===== config.mk =====
export PLATFORM = sky130hd
export DESIGN_NAME = uart_tx_arbiter
export DESIGN_NICKNAME = d
export VERILOG_FILES = /design/src/rtl/uart_tx_arbiter.sv
export SDC_FILE = /design/constraint.sdc
export NUM_CORES = 1
export LEC_CHECK = 0
export ABC_CLOCK_PERIOD_IN_PS = 1800
export CAP_MARGIN = 20
export CORE_ASPECT_RATIO = 0.5
export CORE_MARGIN = 2
export CORE_UTILIZATION = 36
export CTS_CLUSTER_SIZE = 14
export DETAILED_ROUTE_END_ITERATION = 10
export GPL_TIMING_DRIVEN = 1
export PLACE_DENSITY = 0.74
export SLEW_MARGIN = 10
export SYNTH_ARGS = -nofsm -noshare
export SYNTH_HDL_FRONTEND = slang
export SYNTH_SLANG_ARGS = --single-unit

===== constraint.sdc =====
create_clock -name i_divided_clk -period 1.8 [get_ports i_divided_clk]
set_input_delay 0.18 -clock i_divided_clk [delete_from_list [all_inputs] [get_ports i_divided_clk]]
set_output_delay 0.18 -clock i_divided_clk [all_outputs]
set_load 0.01 [all_outputs]

===== src/rtl/uart_tx_arbiter.sv =====
// uart_tx_arbiter: shares one uart_tx between NUM_REQ byte producers, round-robin by default.
// Define UART_TX_ARB_FIXED_PRI_EN to make the lowest valid index always win instead.
module uart_tx_arbiter #(
  parameter int NUM_REQ = 4,
  parameter int DATA    = 8,
  localparam int IDX_BITS = $clog2(NUM_REQ)
) (
  input  logic                    i_divided_clk,
  input  logic                    i_rst_n,
  input  logic                    i_en,
  input  logic [NUM_REQ-1:0]      i_req_valid,
  input  logic [NUM_REQ*DATA-1:0] i_req_data,
  output logic [NUM_REQ-1:0]      o_req_ack,
  output logic [DATA-1:0]         o_tx_data,
  output logic                    o_tx_ready,
  input  logic                    i_tx_next,
  output logic                    o_busy,
  output logic [IDX_BITS-1:0]     d_grant,
  output logic [1:0]              d_state
);

  typedef enum logic [1:0] {
    IDLE  = 2'd0,
    OFFER = 2'd1,
    SEND  = 2'd2,
    BAD   = 2'd3
  } state_t;

  state_t              state_q, state_d;
  logic [NUM_REQ-1:0]  req_ack_q, req_ack_d;
  logic [DATA-1:0]     tx_data_q, tx_data_d;
  logic                tx_ready_q, tx_ready_d;
  logic [IDX_BITS-1:0] grant_q, grant_d;
  logic [IDX_BITS-1:0] sel;
  logic [DATA-1:0]     req_bytes [NUM_REQ];

  genvar gi;
  generate
    for (gi = 0; gi < NUM_REQ; gi++) begin : g_unpack
      assign req_bytes[gi] = i_req_data[gi*DATA +: DATA];
    end
  endgenerate

`ifdef UART_TX_ARB_FIXED_PRI_EN
  always_comb begin
    sel = '0;
    for (int k = NUM_REQ - 1; k >= 0; k--) begin
      if (i_req_valid[IDX_BITS'(k)]) sel = IDX_BITS'(k);
    end
  end
`else
  int cand;

  // Scan from the farthest candidate back to grant_q+1 so the nearest valid one wins.
  always_comb begin
    sel  = '0;
    cand = 0;
    for (int k = NUM_REQ; k >= 1; k--) begin
      cand = int'(grant_q) + k;
      if (cand >= NUM_REQ) cand = cand - NUM_REQ;
      if (i_req_valid[IDX_BITS'(cand)]) sel = IDX_BITS'(cand);
    end
  end
`endif

  always_comb begin
    state_d    = state_q;
    req_ack_d  = req_ack_q;
    tx_data_d  = tx_data_q;
    tx_ready_d = tx_ready_q;
    grant_d    = grant_q;
    case (state_q)
      IDLE: begin
        req_ack_d  = '0;
        tx_ready_d = 1'b0;
        tx_data_d  = '0;
        if (i_tx_next && (|i_req_valid)) begin
          state_d        = OFFER;
          tx_data_d      = req_bytes[sel];
          tx_ready_d     = 1'b1;
          req_ack_d[sel] = 1'b1;
          grant_d        = sel;
        end
      end
      OFFER: begin
        req_ack_d = '0;
        // uart_tx drops o_next once it has latched the byte
        if (!i_tx_next) begin
          tx_ready_d = 1'b0;
          state_d    = SEND;
        end
      end
      SEND: begin
        req_ack_d  = '0;
        tx_ready_d = 1'b0;
        if (i_tx_next) state_d = IDLE;
      end
      default: begin
        state_d    = IDLE;
        tx_ready_d = 1'b0;
        req_ack_d  = '0;
      end
    endcase
  end

  always_ff @(posedge i_divided_clk or negedge i_rst_n) begin
    if (!i_rst_n) begin
      state_q    <= IDLE;
      req_ack_q  <= '0;
      tx_data_q  <= '0;
      tx_ready_q <= 1'b0;
      grant_q    <= IDX_BITS'(NUM_REQ - 1);
    end else if (i_en) begin
      state_q    <= state_d;
      req_ack_q  <= req_ack_d;
      tx_data_q  <= tx_data_d;
      tx_ready_q <= tx_ready_d;
      grant_q    <= grant_d;
    end
  end

  assign o_req_ack  = req_ack_q;
  assign o_tx_data  = tx_data_q;
  assign o_tx_ready = tx_ready_q;
  assign o_busy     = (state_q != IDLE);
  assign d_grant    = grant_q;
  assign d_state    = state_q;

endmodule

# Word-level counts from Yosys, hierarchy flattened

Index checks and enable logic that the tools add are counted.

Flip-flop bits (word level): 17
Bits in latches: 0
RAM bits: 0
ROM bits: 0
Output and inout bits: 18
Word-level logic and storage cells: 74
Memories kept: 0

Add/sub/neg operators: 8
Multiply operators: 0
Div/mod/pow operators: 0
Magnitude comparators: 11
Equality and inequality tests: 5
Shifts and indexed selects: 0
Mux-type cells: 35
Bitwise logic cells: 1
Reduce and logical (&&, ||, !) cells: 9

Operators with widths:

| kind                                                       | count |
|---|---|
| 2-to-1 mux 8 bit                                           | 3 |
| 2-to-1 mux 2 bit                                           | 11 |
| binary-select mux 8 bit (select 2 bit)                     | 1 |
| less-than comparator 2 x 4 -> 1 bit, second input constant | 4 |
| >= comparator 3 bit, second input constant                 | 4 |
| 2-to-1 mux 1 bit                                           | 11 |
| binary-select mux 1 bit (select 2 bit)                     | 4 |
| 2-to-1 mux 4 bit                                           | 2 |
| subtractor 2 x 1 -> 2 bit, second input constant           | 4 |
| adder 2 x 2 -> 3 bit, second input constant                | 2 |
| != test 2 bit, second input constant                       | 3 |
| case mux 2 bit (3 select lines)                            | 1 |
| adder 2 x 3 -> 4 bit, second input constant                | 1 |
| >= comparator 4 x 3 -> 1 bit, second input constant        | 1 |
| AND reduction 2 bit                                        | 2 |
| AND reduction 4 bit                                        | 1 |
| OR reduction 4 bit                                         | 1 |
| adder 2 x 1 -> 3 bit, second input constant                | 1 |
| less-than comparator 2 x 3 -> 1 bit, second input constant | 1 |
| inverter 2 -> 3 bit                                        | 1 |
| AND reduction 3 bit                                        | 1 |
| demux 1 bit (select 2 bit)                                 | 1 |
| equality test 2 x 1 -> 1 bit, second input constant        | 1 |
| equality test 2 bit, second input constant                 | 1 |
| other kinds (5)                                            | 6 |

# Longest topological paths before layout

Gate-level depths: netlist of run 1.

Depth after elaboration: 16
Gate-level depth with buffers: 7
Mapped depth without buffers: 5

# Least setup slack after synthesis of run 1

Ideal clock, no wire load.

Path type: flip-flop to flip-flop
Start point: reg grant_q[0] (netlist: d_grant[0])
End point: reg tx_data_q[0] (netlist: o_tx_data[0])
Library setup time: 134 ps
Data arrival time: 1620 ps
Required time: 1666 ps
Setup slack: 46 ps
Stages on the path, launching flop included: 8
Buffers on the path: 2
Cell sequence: dfstp_2 > nor2b_4 > o21a_1 > buf_6 > nor3_4 > buf_6 > mux2i_1 > o211ai_2

Word-level cells in the longest chain between the ends: 15
Elaborated cells between the ends (all ways): 37
Classes of those cells: add/sub (8); order compare (4); mux (24); bitwise (1)

RTL lines:

| item                                                                      | RTL line | RTL |
|---|---|---|
| start: declaration                                                        | 33       | `logic [IDX_BITS-1:0] grant_q, grant_d;` |
| start signal: assignment                                                  | 112      | `grant_q <= IDX_BITS'(NUM_REQ - 1);` |
| start signal: assignment                                                  | 118      | `grant_q <= grant_d;` |
| adder 2 x 3 -> 4 bit                                                      | 59       | `cand = int'(grant_q) + k;` |
| >= comparator 4 x 3 -> 1 bit or subtractor 2 x 1 -> 2 bit (tied branches) | 60       | `if (cand >= NUM_REQ) cand = cand - NUM_REQ;` |
| 2-to-1 mux 2 bit                                                          | 60       |  |
| binary-select mux 1 bit (select 2 bit)                                    | 61       | `if (i_req_valid[IDX_BITS'(cand)]) sel = IDX_BITS'(cand);` |
| 2-to-1 mux 1 bit (not written as such) (2 in a row)                       | 61       |  |
| 2-to-1 mux 2 bit (3 in a row)                                             | 61       |  |
| 2-to-1 mux 2 bit (*)                                                      | 61       |  |
| inverter 2 -> 3 bit (not written as such) (*)                             | 79       | `tx_data_d = req_bytes[sel];` |
| binary-select mux 8 bit (select 2 bit) (*)                                | 79       |  |
| 2-to-1 mux 8 bit (not written as such) (*) (2 in a row)                   | 79       |  |
| 2-to-1 mux 8 bit (*)                                                      | 77       | `if (i_tx_next && (\|i_req_valid)) begin` |
| end signal: assignment                                                    | 116      | `tx_data_q <= tx_data_d;` |
| end: declaration                                                          | 31       | `logic [DATA-1:0] tx_data_q, tx_data_d;` |

Every way passes the cells marked *; elsewhere a longest branch is shown, timed or not. The select of a mux whose other input is x is not followed.
A chain may end at the register's enable or synchronous reset.

# Worst setup path in the final report of run 1

Start point: reg grant_q[0] (netlist: d_grant[0])
End point: reg tx_data_q[2] (netlist: o_tx_data[2])

Same word-level chain as after synthesis.

==> out/qor.csv, run 1 <==
metric,value,unit
worstPathRequired,1.93,ns
post_cts_buffers,0,
synth.largest_area_cell,dfrtp_1,
num-fill-cells,265,
wl_per_cell,13.88,um
fin_crit_sh,98.93,%
syn-num-nets,158,
ir_drop,0.5007,mV
synth-edff-count,0,
slowest_stage,dfstp_2,
synth_seq_cells,17,
grt_max_degree,12,
yosysWarnings,0,
grt_overflow_total,0,
r2r_start,d_grant[0]$_DFFE_PN1P_,
rsz0062_at_grt,yes,
grt_pass1_wl,5244,um
synth_cells,118,
antenna_found_initial,0,
skew,0.002866,ns
cts_made_buffers,3,
worst_pin_slew,0.5393,ns
hold_viol_final,0,
period_minus_slack,1.781,ns
setup_slack,0.01929,ns
synth_top_area_share,33.04,%
grt.total_usage,18.42,%
cp_max_fo,10,
drtIter0Drc,51,
p_leak,0.0007894,uW
path_clk_slew,0.07,ns
setup_viol,0,
via_per_inst,5.075,
synth.area.top_cells,"dfrtp_1 (33%), mux2i_1 (7.0%), o211ai_2 (6.6%)",
max_stage_delay,0.60,ns
fmax,561.6,MHz
seq_area_frac_synth,37.67,%
cts_tree,built,
ys.flop_type,dfrtp_1,
diodes,0,
timing.final.max_slew_violations,0,
worst_ep_arrival_time,1.91,ns
die_x,83.45,um
crit_start,d_grant[0]$_DFFE_PN1P_,
synthDistinctLibCells,30,
synth_async_sr_flop_share,100.0,%
ant_nets,0,
tns,0,ns
relSlewSlack,63.67,%
crit_buf_inv,1,
nets,227,
min-delay-path-class,in2async,
first_global_vias,1086,
design.core.area,0.003013,mm2
area_delta_synth_final,69.71,%
syn_area,0.001136,mm2
cts_buffer_depth,2,
drive_gt1_share,19.35,%
end_kind,flip-flop,
clockRootBuffer,clkbuf_8,
cap_violations,0,
drc_errors,0,
dieArea,0.003649,mm2
rows,14,
critical-path-top-delay-family,flip-flops,
dieHeight,43.73,um
path_cells,"nor2b_4, o21a_1, nor3_4, buf_12, mux2i_2, o211ai_2",
insertion_delay,0.25,ns
vias,1147,
initial_core_util,37.71,%
portBuffers,57,
drt_pass1_iterations,3,
status,finished clean,
cellPowerDensity,1083,mW/mm2
syn-mean-instance-area,9.628,um2
finalWirelength,3138,um
crit_path_start_kind,flip-flop,
dp_hpwl,2613,um
critPathKind,reg2reg,
clkSinkCount,17,
num_io_pins,58,
detailedPlace.worstSlack,-0.2572,ns
htreeDepth,1,
gp_congestion,0.7554,
==> routing by layer <==
layer	GRT usage [%]	share of wire [%]	up-vias
met5	0	0	-
met4	3.871	0.51	0
met3	2.857	2.4	2
met2	30.65	47	20
met1	26.16	50	543
li1	-	-	582
==> through the flow <==
step	utilization, %	cell area [um2]	std cells	hold WS, ns	power [uW]
after floorplan	-	1136	118	-0.1156	1208
after global placement	61.30	1847	222	0.4788	1763
after detailed placement	61.30	1847	222	0.4981	1777
after CTS	62.83	1893	226	0.2579	2069
after global routing	64.00	1928	226	0.2770	2227
final	64.00	1928	226	0.2452	2089
==> synthesized netlist by cell type, types with 3 or more instances <==
| cell | number |
|---|---|
| mux2i_1 | 8 |
| o31a_1 | 8 |
| nand2b_1 | 3 |
| o21ai_0 | 4 |
| o22ai_1 | 5 |
| nor2_1 | 4 |
| and4_1 | 8 |
| a21oi_1 | 3 |
| o211ai_2 | 6 |
| inv_1 | 6 |
| o21ai_1 | 9 |
| dfrtp_1 | 15 |
| nand2_1 | 14 |
==> worst paths after layout <==
path,cells past startpoint,endpoint,slack [ns]
max,6,o_tx_data[2]$_DFFE_PN0P_,0.02
min,1,o_tx_data[4]$_DFFE_PN0P_,0.25
max reg2reg,6,o_tx_data[2]$_DFFE_PN0P_,0.02
min reg2reg,2,o_tx_data[0]$_DFFE_PN0P_,0.51
max in group asynchronous,2,o_tx_data[2]$_DFFE_PN0P_,1.08
min in group i_divided_clk,2,o_tx_data[0]$_DFFE_PN0P_,0.51
==> timing repair <==
action                                  4_1_cts  5_1_grt
hold buffers                                  0        0
endpoints found under the setup margin        1       10
resized for setup                             1        6
pin swaps                                     0        0
==> final cells by class <==
type                    count  area, um2  area share, %
clock buffers               3      41.29          2.141
clock inverters             1      5.005         0.2596
inverters                   8      30.03          1.557
multi-input cells          88      675.6          35.04
flip-flops and latches     17      427.9          22.19
well taps                  40      50.05          2.596
repair buffers             69      698.2          36.21
==> kinds of logic after synthesis <==
kind of cell    share of synthesized area, %
compound gates                         28.19
simple gates                           21.15
flops                                  37.67
buf+inv                                5.948
mux                                    7.049
==> power breakdown <==
group	internal, uW	switching (uW)
clock	153	127
combinational	674	497
sequential	522	116
total	1350	740
==> flip-flops by register name (all words and copies together), names as in the netlist <==
register,flops
d_grant,2
d_state,2
o_req_ack,4
o_tx_data,8
o_tx_ready,1
==> worst register-to-register path, cell delays in order (launching register included) <==
cell and delay (ns):
dfstp_2 0.60, nor2b_4 0.06, o21a_1 0.24, nor3_4 0.22, buf_12 0.17, mux2i_2 0.27, o211ai_2 0.09
==> cell usage in the layout (no fill, tap or decap), types with 6 or more instances in the layout <==
cell type | netlist | routed
mux2i_1 | 8 | 6
dfrtp_1 | 15 | 15
o21ai_1 | 9 | 9
inv_1 | 6 | 6
nand2_1 | 14 | 14
o211ai_2 | 6 | 6
o31a_1 | 8 | 8
buf_4 | 1 | 9
clkdlybuf4s50_1 | 0 | 57
and4_1 | 8 | 8
Note: power is estimated with default switching activity, not from simulation.
==> inputs of run 2 (changes only) <==
--- a/config.mk
+++ b/config.mk
@@ -5,16 +5,16 @@
 export SDC_FILE = /design/constraint.sdc
 export NUM_CORES = 1
 export LEC_CHECK = 0
+export ABC_AREA = 1
 export ABC_CLOCK_PERIOD_IN_PS = 1800
 export CAP_MARGIN = 20
 export CORE_ASPECT_RATIO = 0.5
 export CORE_MARGIN = 2
-export CORE_UTILIZATION = 36
+export CORE_UTILIZATION = 38
 export CTS_CLUSTER_SIZE = 14
 export DETAILED_ROUTE_END_ITERATION = 10
 export GPL_TIMING_DRIVEN = 1
 export PLACE_DENSITY = 0.74
-export SLEW_MARGIN = 10
 export SYNTH_ARGS = -nofsm -noshare
 export SYNTH_HDL_FRONTEND = slang
 export SYNTH_SLANG_ARGS = --single-unit
==> run 2 against run 1 <==
Against the previous run:
- sequential power down 1%
- maximum frequency decreased by 6.4%
- the run now ends with setup timing left
- synthesized area rose by 16%
- total power rose by 100%
- final cell count up 42%
- utilization up 3.6 points
==> out/qor.csv, run 2 <==
metric,value,unit,change
status,"finished, violations left",,was finished clean
violations,setup timing,,
syn-num-nets,243,,was 158
path_clk_slew,0.07,ns,about the same
critPathKind,reg2reg,,unchanged
stdcell_area,0.002282,mm2,was 0.001928 mm2
synthDistinctLibCells,27,,was 30
min-delay-path-class,in2async,,unchanged
critical-path-top-delay-family,simple AND/OR/NAND/NOR gates,,was flip-flops
synth_most_common_cell,nand2_1,,was dfrtp_1
design.core.area,0.003378,mm2,was 0.003013 mm2
crit_buf_inv,4,,was 1
fin_crit_sh,105.7,%,was 98.93%
end_kind,flip-flop,,unchanged
insertion_delay,0.25,ns,about the same
path_cells,"buf_12, inv_8, nand2_4, nand3_4, nand2_2, inv_2, nand2_4, nand3_4, buf_4, nand3_1, nand2_1, nand2_1, nand2_1, nand2_1, nand2_1",,"was nor2b_4, o21a_1, nor3_4, buf_12, mux2i_2, o211ai_2"
syn-mean-instance-area,6.503,um2,was 9.628 um2
drive_gt1_share,23.02,%,was 19.35%
grt_max_degree,19,,was 12
switching_share,48.72,%,was 35.42%
layout.cells.most_common,nand2_1,,was clkdlybuf4s50_1
max_stage_delay,0.56,ns,was 0.60 ns
timing.final.max_slew_violations,0,,unchanged
dieHeight,45.68,um,was 43.73 um
cellPowerDensity,1859,mW/mm2,was 1083 mW/mm2
num_io_pins,58,,unchanged
seq_area_frac_synth,32.42,%,was 37.67%
die_x,87.35,um,was 83.45 um
placed_cell_area,0.001996,mm2,was 0.001847 mm2
grt_overflow_total,0,,unchanged
dp_hpwl,2765,um,was 2613 um
dp.cells,306,,was 222
fin_cells,320,,was 226
drt_pass1_iterations,6,,was 3
first_global_vias,1356,,was 1086
cp_max_fo,7,,was 10
holdWs,0.2427,ns,was 0.2452 ns
cts_tree,built,,unchanged
portBuffers,57,,unchanged
crit_start,d_grant[0]$_DFFE_PN1P_,,unchanged
ant_nets,0,,unchanged
setup_viol,8,,was 0
cts_hold_buffers,0,,unchanged
synth_cells,203,,was 118
period_minus_slack,1.902,ns,was 1.781 ns
hold_viol_final,0,,unchanged
crit_path_start_kind,flip-flop,,unchanged
cap_violations,0,,unchanged
nets,319,,was 227
worstPathRequired,1.94,ns,was 1.93 ns
timing.critical_path.mode_cell,nand2_1,,
cts_buffer_depth,2,,unchanged
r2r_start,d_grant[0]$_DFFE_PN1P_,,unchanged
clockRootBuffer,clkbuf_8,,unchanged
ir_drop,0.8910,mV,was 0.5007 mV
synth-edff-count,0,,unchanged
synth.largest_area_cell,dfrtp_1,,unchanged
worst_ep_arrival_time,2.04,ns,was 1.91 ns
final_cell_mix,"nand2_1 (74), clkdlybuf4s50_1 (57), inv_1 (29)",,"was clkdlybuf4s50_1 (57), dfrtp_1 (15), nand2_1 (14)"
relSlewSlack,62.19,%,was 63.67%
synth.area.top_cells,"dfrtp_1 (28%), nand2_1 (24%), nand3_1 (11%)",,"was dfrtp_1 (33%), mux2i_1 (7.0%), o211ai_2 (6.6%)"
finalWirelength,3787,um,was 3138 um
worst_pin_slew,0.5666,ns,was 0.5393 ns
rsz0062_at_grt,yes,,unchanged
initial_core_util,39.07,%,was 37.71%
vias,1496,,was 1147
setup_slack,-0.1021,ns,was 0.01929 ns
htreeDepth,1,,unchanged
area_delta_synth_final,72.89,%,was 69.71%
clkSinkCount,17,,unchanged
largest_reg_flops,8,,unchanged
synth_seq_cells,17,,unchanged
p_leak,0.001197,uW,was 0.0007894 uW
gp_congestion,0.7635,,was 0.7554
synth_commonest_cells,"nand2_1 (83), inv_1 (29), nand3_1 (28)",,"was dfrtp_1 (15), nand2_1 (14), o21ai_1 (9)"
slowest_stage,dfstp_2,,unchanged
syn_area,0.001320,mm2,was 0.001136 mm2
rows,15,,was 14
grt_pass1_wl,5782,um,was 5244 um
drc_errors,0,,unchanged
skew,0.001894,ns,was 0.002866 ns
drtIter0Drc,76,,was 51
wl_per_cell,11.83,um,was 13.88 um
synth_top_area_share,28.44,%,was 33.04%
synth_async_sr_flop_share,100.0,%,unchanged
seq_power_share,14.9,%,was 30.6%
grt.total_usage,18.53,%,was 18.42%
fmax,525.7,MHz,was 561.6 MHz
dieArea,0.003990,mm2,was 0.003649 mm2
via_per_inst,4.675,,was 5.075
diodes,0,,unchanged
ys.flop_type,dfrtp_1,,unchanged
p_sw,2067,uW,was 739.9 uW
yosysWarnings,0,,unchanged
cts_made_buffers,3,,unchanged
clkPwrFrac,6.7,%,was 13.4%
pwr-share-comb,78.4,%,was 56.0%
intPower,2175,uW,was 1349 uW
antenna_found_initial,0,,unchanged
[run 2: kinds of logic (layout without fill, tap and decap cells)]
kind of cell,after synthesis,after routing,synth area share [%]
simple gates,131,133,46.92
flops,17,17,32.42
compound gates,13,13,6.256
buf+inv,42,115,14.41
[run 2: worst paths after layout]
path	endpoint	slack [ns]	cells past startpoint
worst max-delay path	o_tx_data[1]$_DFFE_PN0P_	-0.10	15
worst min-delay path	d_state[0]$_DFFE_PN0P_	0.24	2
worst max register to register	o_tx_data[1]$_DFFE_PN0P_	-0.10	15
worst min register to register	o_tx_data[5]$_DFFE_PN0P_	0.48	2
max in group asynchronous	d_grant[0]$_DFFE_PN1P_	1.31	2
min in group i_divided_clk	o_tx_data[5]$_DFFE_PN0P_	0.48	2
[run 2: worst reg2reg max path, cell delays in order (launching register included)]
cell and delay [ns]:
dfstp_2 0.56, buf_12 0.12, inv_8 0.05, nand2_4 0.07, nand3_4 0.07, nand2_2 0.08, inv_2 0.04, nand2_4 0.08
nand3_4 0.16, buf_4 0.20, nand3_1 0.07, nand2_1 0.06, nand2_1 0.06, nand2_1 0.05, nand2_1 0.05, nand2_1 0.06
[run 2: power groups by stage]
stage / combinational (uW) / sequential, uW / clock (uW)
2_1_floorplan: 1740 / 694 / 0
3_3_place_gp: 2510 / 675 / 0
3_5_place_dp: 2590 / 677 / 0
4_1_cts: 2780 / 638 / 290
5_1_grt: 3650 / 649 / 305
6_report: 3320 / 631 / 286
[run 2: area by class of cell]
cell class,instances,area (um2)
multi-input cells,146,849.6
flip-flops and latches,17,427.9
clock buffers,3,41.29
fillers,289,1096
well taps,42,52.55
repair buffers,75,760.7
inverters,36,145.1
clock inverters,1,5.005
[run 2: what timing repair did]
action                     in CTS  in global routing
resized for setup               5                 27
buffers inserted                3                  4
pin swaps                       1                 14
cloned                          0                  3
setup endpoints to repair      14                 14
[run 2: layer usage]
metal	track usage (%)	wire, um
met5	0	0
met3	3.804	141
met1	23.24	1642
met2	33.64	1962
met4	4.308	42
[run 2: per-stage QoR]
stage | total power [uW] | TNS (ns) | utilization, % | setup slack [ns]
global placement | 3182 | -1.357 | 59.07 | -0.1205
CTS | 3706 | -0.1694 | 61.89 | -0.03497
finish | 4242 | -0.6294 | 67.56 | -0.1021
global route | 4605 | -1.819 | 67.56 | -0.2112
detailed placement | 3264 | -2.533 | 59.07 | -0.2154
floorplan | 2431 | 0 | - | 0.02542
==> inputs of run 3 (changes only) <==
--- a/config.mk
+++ b/config.mk
@@ -14,7 +14,7 @@
 export CTS_CLUSTER_SIZE = 14
 export DETAILED_ROUTE_END_ITERATION = 10
 export GPL_TIMING_DRIVEN = 1
-export PLACE_DENSITY = 0.74
+export PLACE_DENSITY_LB_ADDON = 0.3
 export SYNTH_ARGS = -nofsm -noshare
 export SYNTH_HDL_FRONTEND = slang
 export SYNTH_SLANG_ARGS = --single-unit
==> run 3 against run 2 <==
Against the previous run:
- the flow still finishes with violations (setup timing)
- final cell count down 0.63%
- non-clock buffer count unchanged
- maximum frequency up 1.5%
- largest cell class unchanged
- die area unchanged
- flip-flop and latch count unchanged
- highest routed layer unchanged
- critical path depth stayed put
- clock power is 2% higher
- utilization is 2.7 points lower
- worst setup slack gained 0.027 ns
==> out/qor.csv, run 3 (synthesis gave the netlist of run 2 again) <==
metric,value,unit,change
status,"finished, violations left",,unchanged
violations,setup timing,,unchanged
num_io_pins,58,,unchanged
p_sw,1877,uW,was 2067 uW
dieArea,0.003990,mm2,unchanged
worstPathRequired,1.95,ns,was 1.94 ns
hold_viol_final,0,,unchanged
pwr-share-comb,76.3,%,was 78.4%
cts_hold_buffers,0,,unchanged
vias,1518,,was 1496
cts_made_buffers,3,,unchanged
cellPowerDensity,1801,mW/mm2,was 1859 mW/mm2
setup_viol,8,,unchanged
drt_pass1_iterations,4,,was 6
reg2reg_setup_slack,-0.07,ns,was -0.10 ns
initial_core_util,39.07,%,unchanged
multi_input_area,763.2,um2,was 849.6 um2
drtIter0Drc,62,,was 76
rows,15,,unchanged
die_x,87.35,um,unchanged
htreeDepth,1,,unchanged
cp_max_fo,7,,unchanged
layout.cells.most_common,nand2_1,,unchanged
area_delta_synth_final,65.97,%,was 72.89%
rsz0062_at_grt,yes,,unchanged
fin_crit_sh,104.2,%,was 105.7%
grt_pass1_wl,5589,um,was 5782 um
min-delay-path-class,in2async,,unchanged
design.core.area,0.003378,mm2,unchanged
relSlewSlack,64.02,%,was 62.19%
cts_tree,built,,unchanged
end_kind,flip-flop,,unchanged
antenna_found_initial,0,,unchanged
ant_nets,0,,unchanged
clockRootBuffer,clkbuf_8,,unchanged
first_global_vias,1358,,was 1356
grt_max_degree,19,,unchanged
via_per_inst,4.774,,was 4.675
dieHeight,45.68,um,unchanged
clkSinkCount,17,,unchanged
cts_buffer_depth,2,,unchanged
switching_share,47.58,%,was 48.72%
setup_slack,-0.07473,ns,was -0.1021 ns
nets,317,,was 319
worst_pin_slew,0.5391,ns,was 0.5666 ns
skew,0.001966,ns,was 0.001894 ns
portBuffers,57,,unchanged
diodes,0,,unchanged
seq_power_share,16.3,%,was 14.9%
drc_errors,0,,unchanged
worst_ep_arrival_time,2.03,ns,was 2.04 ns
critPathKind,reg2reg,,unchanged
final_cell_mix,"nand2_1 (78), clkdlybuf4s50_1 (56), inv_1 (29)",,"was nand2_1 (74), clkdlybuf4s50_1 (57), inv_1 (29)"
clkPwrFrac,7.4,%,was 6.7%
finalWirelength,3695,um,was 3787 um
grt_overflow_total,0,,unchanged
stdcell_area,0.002191,mm2,was 0.002282 mm2
fmax,533.4,MHz,was 525.7 MHz
seq_area,427.9,um2,unchanged
holdWs,0.2500,ns,was 0.2427 ns
timing.final.max_slew_violations,0,,unchanged
num-fill-cells,324,,was 289
wl_per_cell,11.62,um,was 11.83 um
intPower,2068,uW,was 2175 uW
period_minus_slack,1.875,ns,was 1.902 ns
p_leak,0.001141,uW,was 0.001197 uW
dp_hpwl,2700,um,was 2765 um
path_clk_slew,0.07,ns,about the same
insertion_delay,0.26,ns,was 0.25 ns
gp_congestion,0.7768,,was 0.7635
grt.total_usage,17.87,%,was 18.53%
largest_reg_flops,8,,unchanged
ir_drop,0.7071,mV,was 0.8910 mV
detailedPlace.worstSlack,-0.2094,ns,was -0.2154 ns
crit_path_start_kind,flip-flop,,unchanged
cap_violations,0,,unchanged
drive_gt1_share,21.01,%,was 23.02%
placed_cell_area,0.001998,mm2,was 0.001996 mm2
[run 3: cell types whose count changed in the layout (fill, tap and decap cells not counted), sizes merged]
cell	change
nand2	-2
dlymetal6s2s	+1
clkdlybuf4s50	-1
[run 3: power by group through the flow]
stage | Combinational [uW] | Sequential, uW | Clock [uW]
5_1_grt | 3330 | 661 | 319
3_3_place_gp | 2530 | 677 | 0
3_5_place_dp | 2580 | 682 | 0
6_report | 3010 | 643 | 293
4_1_cts | 2750 | 643 | 299
2_1_floorplan | 1740 | 694 | 0
[run 3: critical path, cell delays in order, from the launching register on]
cell       delay [ns]
dfstp_2          0.56
buf_12           0.12
inv_8            0.04
nand2_2          0.06
nand2_2          0.06
nand2_2          0.09
nand2_2          0.07
nand2_4          0.08
nand3_4          0.15
clkbuf_16        0.21
nand3_1          0.08
nand2_1          0.05
nand2_1          0.05
nand2_1          0.04
nand2_1          0.05
nand2_1          0.05
[run 3: cell type report]
| cell class | count | share of cell area [%] |
|---|---|---|
| Multi-Input combinational cell | 144 | 34.84 |
| Timing Repair Buffer | 75 | 34.61 |
| Sequential cell | 17 | 19.53 |
| Inverter | 36 | 6.511 |
| Tap cell | 42 | 2.399 |
| Clock buffer | 3 | 1.885 |
| Clock inverter | 1 | 0.2284 |
[run 3: layer usage]
layer / routed length, um / up-vias / GRT usage (%)
met5: 0 / - / 0
met4: 19 / 0 / 4.923
met3: 162 / 2 / 3.804
met2: 1880 / 45 / 33.18
met1: 1634 / 698 / 21.49
li1: - / 773 / -
[run 3: what timing repair did]
item | in CTS | in global routing
setup endpoints to repair | 10 | 17
cloned | 0 | 1
resized for setup | 3 | 16
pin swaps | 0 | 13
buffers inserted | 2 | 3
[run 3: worst paths after layout]
kind	to	cells past startpoint	startpoint
worst min register to register	o_tx_ready$_DFFE_PN0P_	2	o_tx_ready$_DFFE_PN0P_
max in group asynchronous	d_grant[1]$_DFFE_PN1P_	2	i_rst_n
worst max register to register	o_tx_data[7]$_DFFE_PN0P_	15	d_grant[0]$_DFFE_PN1P_
min in group i_divided_clk	o_tx_ready$_DFFE_PN0P_	2	o_tx_ready$_DFFE_PN0P_
worst max-delay path	o_tx_data[7]$_DFFE_PN0P_	15	d_grant[0]$_DFFE_PN1P_
worst min-delay path	d_state[1]$_DFFE_PN0P_	2	i_rst_n
[run 3: metrics by stage]
step | utilization [%] | power (uW) | TNS (ns) | std cells
final | 64.85 | 3946 | -0.5019 | 318
after global placement | 59.15 | 3209 | -1.431 | 308
after CTS | 61.63 | 3689 | -0.1295 | 314
after floorplan | - | 2431 | 0 | 203
after detailed placement | 59.15 | 3266 | -2.062 | 308
after global routing | 64.85 | 4308 | -1.551 | 318
